$ cat config.mk
export PLATFORM = sky130hd
export DESIGN_NAME = pipe_ctrl
export DESIGN_NICKNAME = d
export VERILOG_FILES = /design/src/rtl/pipe_ctrl.sv
export SDC_FILE = /design/constraint.sdc
export NUM_CORES = 1
export LEC_CHECK = 0
export ABC_CLOCK_PERIOD_IN_PS = 2100
export CORE_MARGIN = 8
export CORE_UTILIZATION = 29
export CTS_BUF_LIST = sky130_fd_sc_hd__clkbuf_16
export CTS_CLUSTER_DIAMETER = 50
export DETAILED_ROUTE_END_ITERATION = 10
export PLACE_DENSITY = 0.87
export SETUP_SLACK_MARGIN = 0.1
export SYNTH_ARGS = -nofsm -noshare
export SYNTH_HDL_FRONTEND = slang
export SYNTH_SLANG_ARGS = --single-unit
$ cat constraint.sdc
create_clock -name clk -period 2.1 [get_ports clk]
set_clock_uncertainty 0.05 [all_clocks]
set_input_delay 0.42 -clock clk [delete_from_list [all_inputs] [get_ports clk]]
set_output_delay 0.42 -clock clk [all_outputs]
set_load 0.02 [all_outputs]
$ cat src/rtl/pipe_ctrl.sv
// Central pipeline controller: per-stage stall, global flush/redirect and the
// multi-cycle divide sequencer for the 5-stage core.
module pipe_ctrl #(
  parameter int unsigned DIV_CYCLES = 32,
  parameter logic [31:0] EXC_VEC    = 32'hBFC00380
) (
  input  logic        clk,
  input  logic        rst,
  input  logic [4:0]  id_rs_addr,
  input  logic [4:0]  id_rt_addr,
  input  logic        id_rs_rd,
  input  logic        id_rt_rd,
  input  logic        ex_is_load,
  input  logic [4:0]  ex_w_reg_addr,
  input  logic        ex_wd,
  input  logic        ex_div_req,
  input  logic        mem_excp,
  input  logic        mem_eret,
  input  logic [31:0] cp0_epc,
  output logic [5:0]  stall,
  output logic        flush,
  output logic [31:0] new_pc,
  output logic        div_busy,
  output logic        div_done
);

  typedef enum logic {IDLE, DIV} state_t;

  // The request cycle itself is one stall cycle, so the counter starts one short.
  localparam logic [7:0] DIV_LOAD = 8'(DIV_CYCLES - 1);

  localparam logic [5:0] STALL_NONE = 6'b000000;
  localparam logic [5:0] STALL_LU   = 6'b000111;
  localparam logic [5:0] STALL_DIV  = 6'b001111;

  state_t     state_reg;
  logic [7:0] cnt_reg;

  logic redirect;
  logic load_use;
  logic rs_hit;
  logic rt_hit;

  assign redirect = mem_excp | mem_eret;
  assign rs_hit   = id_rs_rd & (id_rs_addr == ex_w_reg_addr);
  assign rt_hit   = id_rt_rd & (id_rt_addr == ex_w_reg_addr);
  assign load_use = (state_reg == IDLE) & ex_is_load & ex_wd &
                    (ex_w_reg_addr != 5'd0) & (rs_hit | rt_hit);

  assign div_busy = (state_reg == DIV);

  always_comb begin
    stall    = STALL_NONE;
    flush    = 1'b0;
    new_pc   = 32'd0;
    div_done = 1'b0;
    if (redirect) begin
      flush  = 1'b1;
      new_pc = mem_excp ? EXC_VEC : cp0_epc;
    end else if (state_reg == DIV) begin
      if (cnt_reg != 8'd0) stall = STALL_DIV;
      else                 div_done = 1'b1;
    end else if (ex_div_req) begin
      stall = STALL_DIV;
    end else if (load_use) begin
      stall = STALL_LU;
    end
  end

  // A redirect aborts any divide in flight; the divider result is simply dropped.
  always_ff @(posedge clk) begin
    if (rst) begin
      state_reg <= IDLE;
      cnt_reg   <= 8'd0;
    end else if (redirect) begin
      state_reg <= IDLE;
      cnt_reg   <= 8'd0;
    end else begin
      case (state_reg)
        IDLE: begin
          if (ex_div_req) begin
            state_reg <= DIV;
            cnt_reg   <= DIV_LOAD;
          end
        end
        DIV: begin
          if (cnt_reg == 8'd0) state_reg <= IDLE;
          else                 cnt_reg   <= cnt_reg - 8'd1;
        end
        default: begin
          state_reg <= IDLE;
          cnt_reg   <= 8'd0;
        end
      endcase
    end
  end

endmodule
==> results.tsv <==
stage	metric	value	unit
layout	area grow syn2layout	126.6	%
floorplanning	Die Width	72.70	µm
layout	Final #Nets	289	
critical_path	critical path peak fanout	3	
floorplanning	Total Die Area	5285	µm²
routing	DRT Wirelength	4981	µm
critical_path	CP top delay family	compound AO/OA/AOI/OAI gates	
layout	post-route non-filler standard cell count	274	
routing	number of nets still failing antenna checks after routing	0	
yosys	synth warn	0	
yosys	Avg Synthesized Cell Area	7.768	µm²
yosys	Synth area leader	dfxtp_1	
placed_design	Port Buffer Count	94	
timing	Final Setup Violations	0	
placed_design	area post-placement	2028	µm²
critical_path	reg2reg path depth	7	
yosys	Synth top area share	0.1933	
layout	# diodes	0	
run_status	run status	finished, final reports clean	
cts	CTS Buf Count	3	
power_and_ir_drop	Psw	0.0002571	W
routing	vias per cell	4.741	
critical_path	crit path kind	primary input to output pin	
power_and_ir_drop	Leak Pwr	0.9965	nW
timing	final hold slack	0.4615	ns
cts	Hold-fix buffers, CTS	0	
floorplanning	num rows	20	
yosys	Post-synth ARST share	0	
layout	max reg flops	8	
timing	Slew Limit Fails	0	
routing	Wirelength per Cell	18.18	µm
yosys	Commonest cells post-synth	and2_1, a21o_1, dfxtp_1	
critical_path	CP Cell Sequence	buf_6 -> xor2_2 -> nor4_2 -> a32oi_2 -> o22ai_4 -> buf_6	
grt	grt ovf	0	
critical_path	maximum cell stage delay along the critical path	0.34	ns
timing	fmax	484.3	MHz
critical_path	Critical Path RT	1.63	ns
grt	first-pass GRT wire length	7196	µm
timing	Hold Fails Final Rpt	0	
power_and_ir_drop	Logic pwr share	0.420	
placed_design	Post-Place Cells	268	
layout	share of cells above drive strength 1	0.3957	
cts	CTS sink cnt	9	
critical_path	crit end category	output pin	
power_and_ir_drop	Worst VDD drop	0.1900	mV
routing	DR iter-0 viols	53	
power_and_ir_drop	Internal	0.0006309	W
timing	Period minus WS final	2.065	ns
grt	largest net degree at the start of global routing	14	
min_path	Hold Path Class	flop to flop	
floorplanning	CORE AREA	3053	µm²
power_and_ir_drop	sw frac	0.2895	
layout	finished layout cell area	2112	µm²
grt	GR Util All Layers	0.1754	
yosys	Unique masters post-synth	39	
routing	Pre-antenna DRT Iters	4	
critical_path	Worst EP arrival	1.59	ns
critical_path	WP buf/inv	2	
cts	CTS tree	built	
yosys	Seq/Total Area, Yosys	0.1933	
placed_design	GPL Wtd Cong	0.8567	
grt	number of global-route vias before repair	1372	
cts	H-tree lvl count	1	
placed_design	DP Wirelength	3818	µm
floorplanning	Ports	97	
routing	DRC viols	0	
cts	clock root buffer master	clkbuf_16	
routing	via count	1299	
critical_path	CP max-delay cell	nor4_2	
job	max-cap violations	0	
cts	Worst-path clk slew	0.04	ns
yosys	largest cells by area after synthesis	dfxtp_1, and2_1, a21o_1, xor2_1, buf_4	
yosys	Mapped Cells	120	
critical_path	number of cells on the critical path	6	
floorplanning	die height	72.70	µm
critical_path	Startpoint Class	primary input	
yosys	most frequent cell after synthesis	and2_1	
cts	Longest Clk Path Bufs	2	
timing	Tcrit/Tclk final	0.9832	
yosys	count of flip-flops with a built-in enable after synthesis	0	
yosys	Main synth FF type	dfxtp_1	
power_and_ir_drop	Flop pwr share	0.206	
cts	Clock Latency Late Sink	0.23	ns
power_and_ir_drop	Clock power frac	0.373	
critical_path	critical path's most frequent cell	buf_6	
layout	fillcell total	248	
floorplanning	Starting Density	0.3053	
timing	RSZ-0062 raised after global routing	yes	
power_and_ir_drop	Power Density	420.4	nW/µm²
yosys	flops & latches, synth	9	
min_path	Hold Path Depth	2	
grt	initial antenna violation count	0	
yosys	Mapped Area	932.1	µm²
-- power by group through the flow --
stage	Clock (W)	Sequential [W]	Combinational (W)
floorplan	0	0.000185	0.000158
global placement	0	0.000183	0.000368
detailed placement	0	0.000184	0.000375
CTS	0.000334	0.000183	0.000367
global route	0.000343	0.000184	0.000398
finish	0.000331	0.000183	0.000373
-- layout make-up --
type | instances | area [µm²] | share of cell area
repair buffers | 115 | 983.4 | 0.4656
multi-input cells | 98 | 797.0 | 0.3774
flip-flops and latches | 9 | 182.7 | 0.08649
clock buffers | 3 | 75.07 | 0.03554
well taps | 44 | 55.05 | 0.02607
inverters | 4 | 15.01 | 0.007109
clock inverters | 1 | 3.754 | 0.001777
-- cells in the final DEF (no fill, tap or decap), types with 7 or more instances in the layout --
master / instances
clkdlybuf4s50_1: 39
dfxtp_1: 7
and2_1: 22
buf_2: 25
buf_4: 22
a21o_1: 12
buf_6: 7
clkdlybuf4s15_2: 13
-- what timing repair did --
| item | 4_1_cts | 5_1_grt |
|---|---|---|
| cloned | 1 | 0 |
| pin swaps | 14 | 4 |
| gates resized for setup | 212 | 8 |
| endpoints found under the setup margin | 39 | 4 |
| setup buffers | 1 | 0 |
-- layer usage --
layer	global-route usage	wire [µm]
met5	0	0
met4	0.07333	121
met2	0.3419	2778
met3	0.03709	316
met1	0.1715	1764
-- cells by family (layout without fill, tap and decap cells) --
family                   Yosys count  count (layout)  share of synthesized area
other                              1               2                   0.004023
flip-flops                         9               9                     0.1933
buffers and inverters             14             123                    0.08053
XOR/XNOR                          11              11                     0.1034
adder cells (fa/ha/maj)            2               2                    0.02684
AND/OR/NAND/NOR                   56              56                     0.3691
AO/OA/AOI/OAI                     25              25                     0.2014
multiplexers                       2               2                    0.02148
-- tightest hold or removal path: stages, from the launching register on --
cell,delay (ns)
dfxtp_2,0.32
and2_1,0.11
a211oi_1,0.04
-- per-stage QoR --
| step | total power, W | utilization | TNS (ns) | worst slack (ns) |
|---|---|---|---|---|
| finish | 0.0008879 | 0.6918 | 0 | 0.03526 |
| global route | 0.0009244 | 0.6918 | -0.03837 | -0.01409 |
| CTS | 0.0008834 | 0.6857 | 0 | 0.1005 |
| detailed placement | 0.0005583 | 0.6643 | -13.57 | -0.8036 |
| global placement | 0.0005512 | 0.6643 | -12.94 | -0.7326 |
| floorplan | 0.0003427 | - | 0 | 0.1382 |
-- worst paths after layout --
check | to | slack, ns | from
setup / recovery | stall[1] | 0.04 | id_rs_addr[1]
hold / removal | cnt_reg[0] | 0.46 | cnt_reg[0]
setup reg to reg | cnt_reg[3] | 0.19 | cnt_reg[0]
hold reg to reg | cnt_reg[0] | 0.46 | cnt_reg[0]
Power figures use the tool's default switching activity.
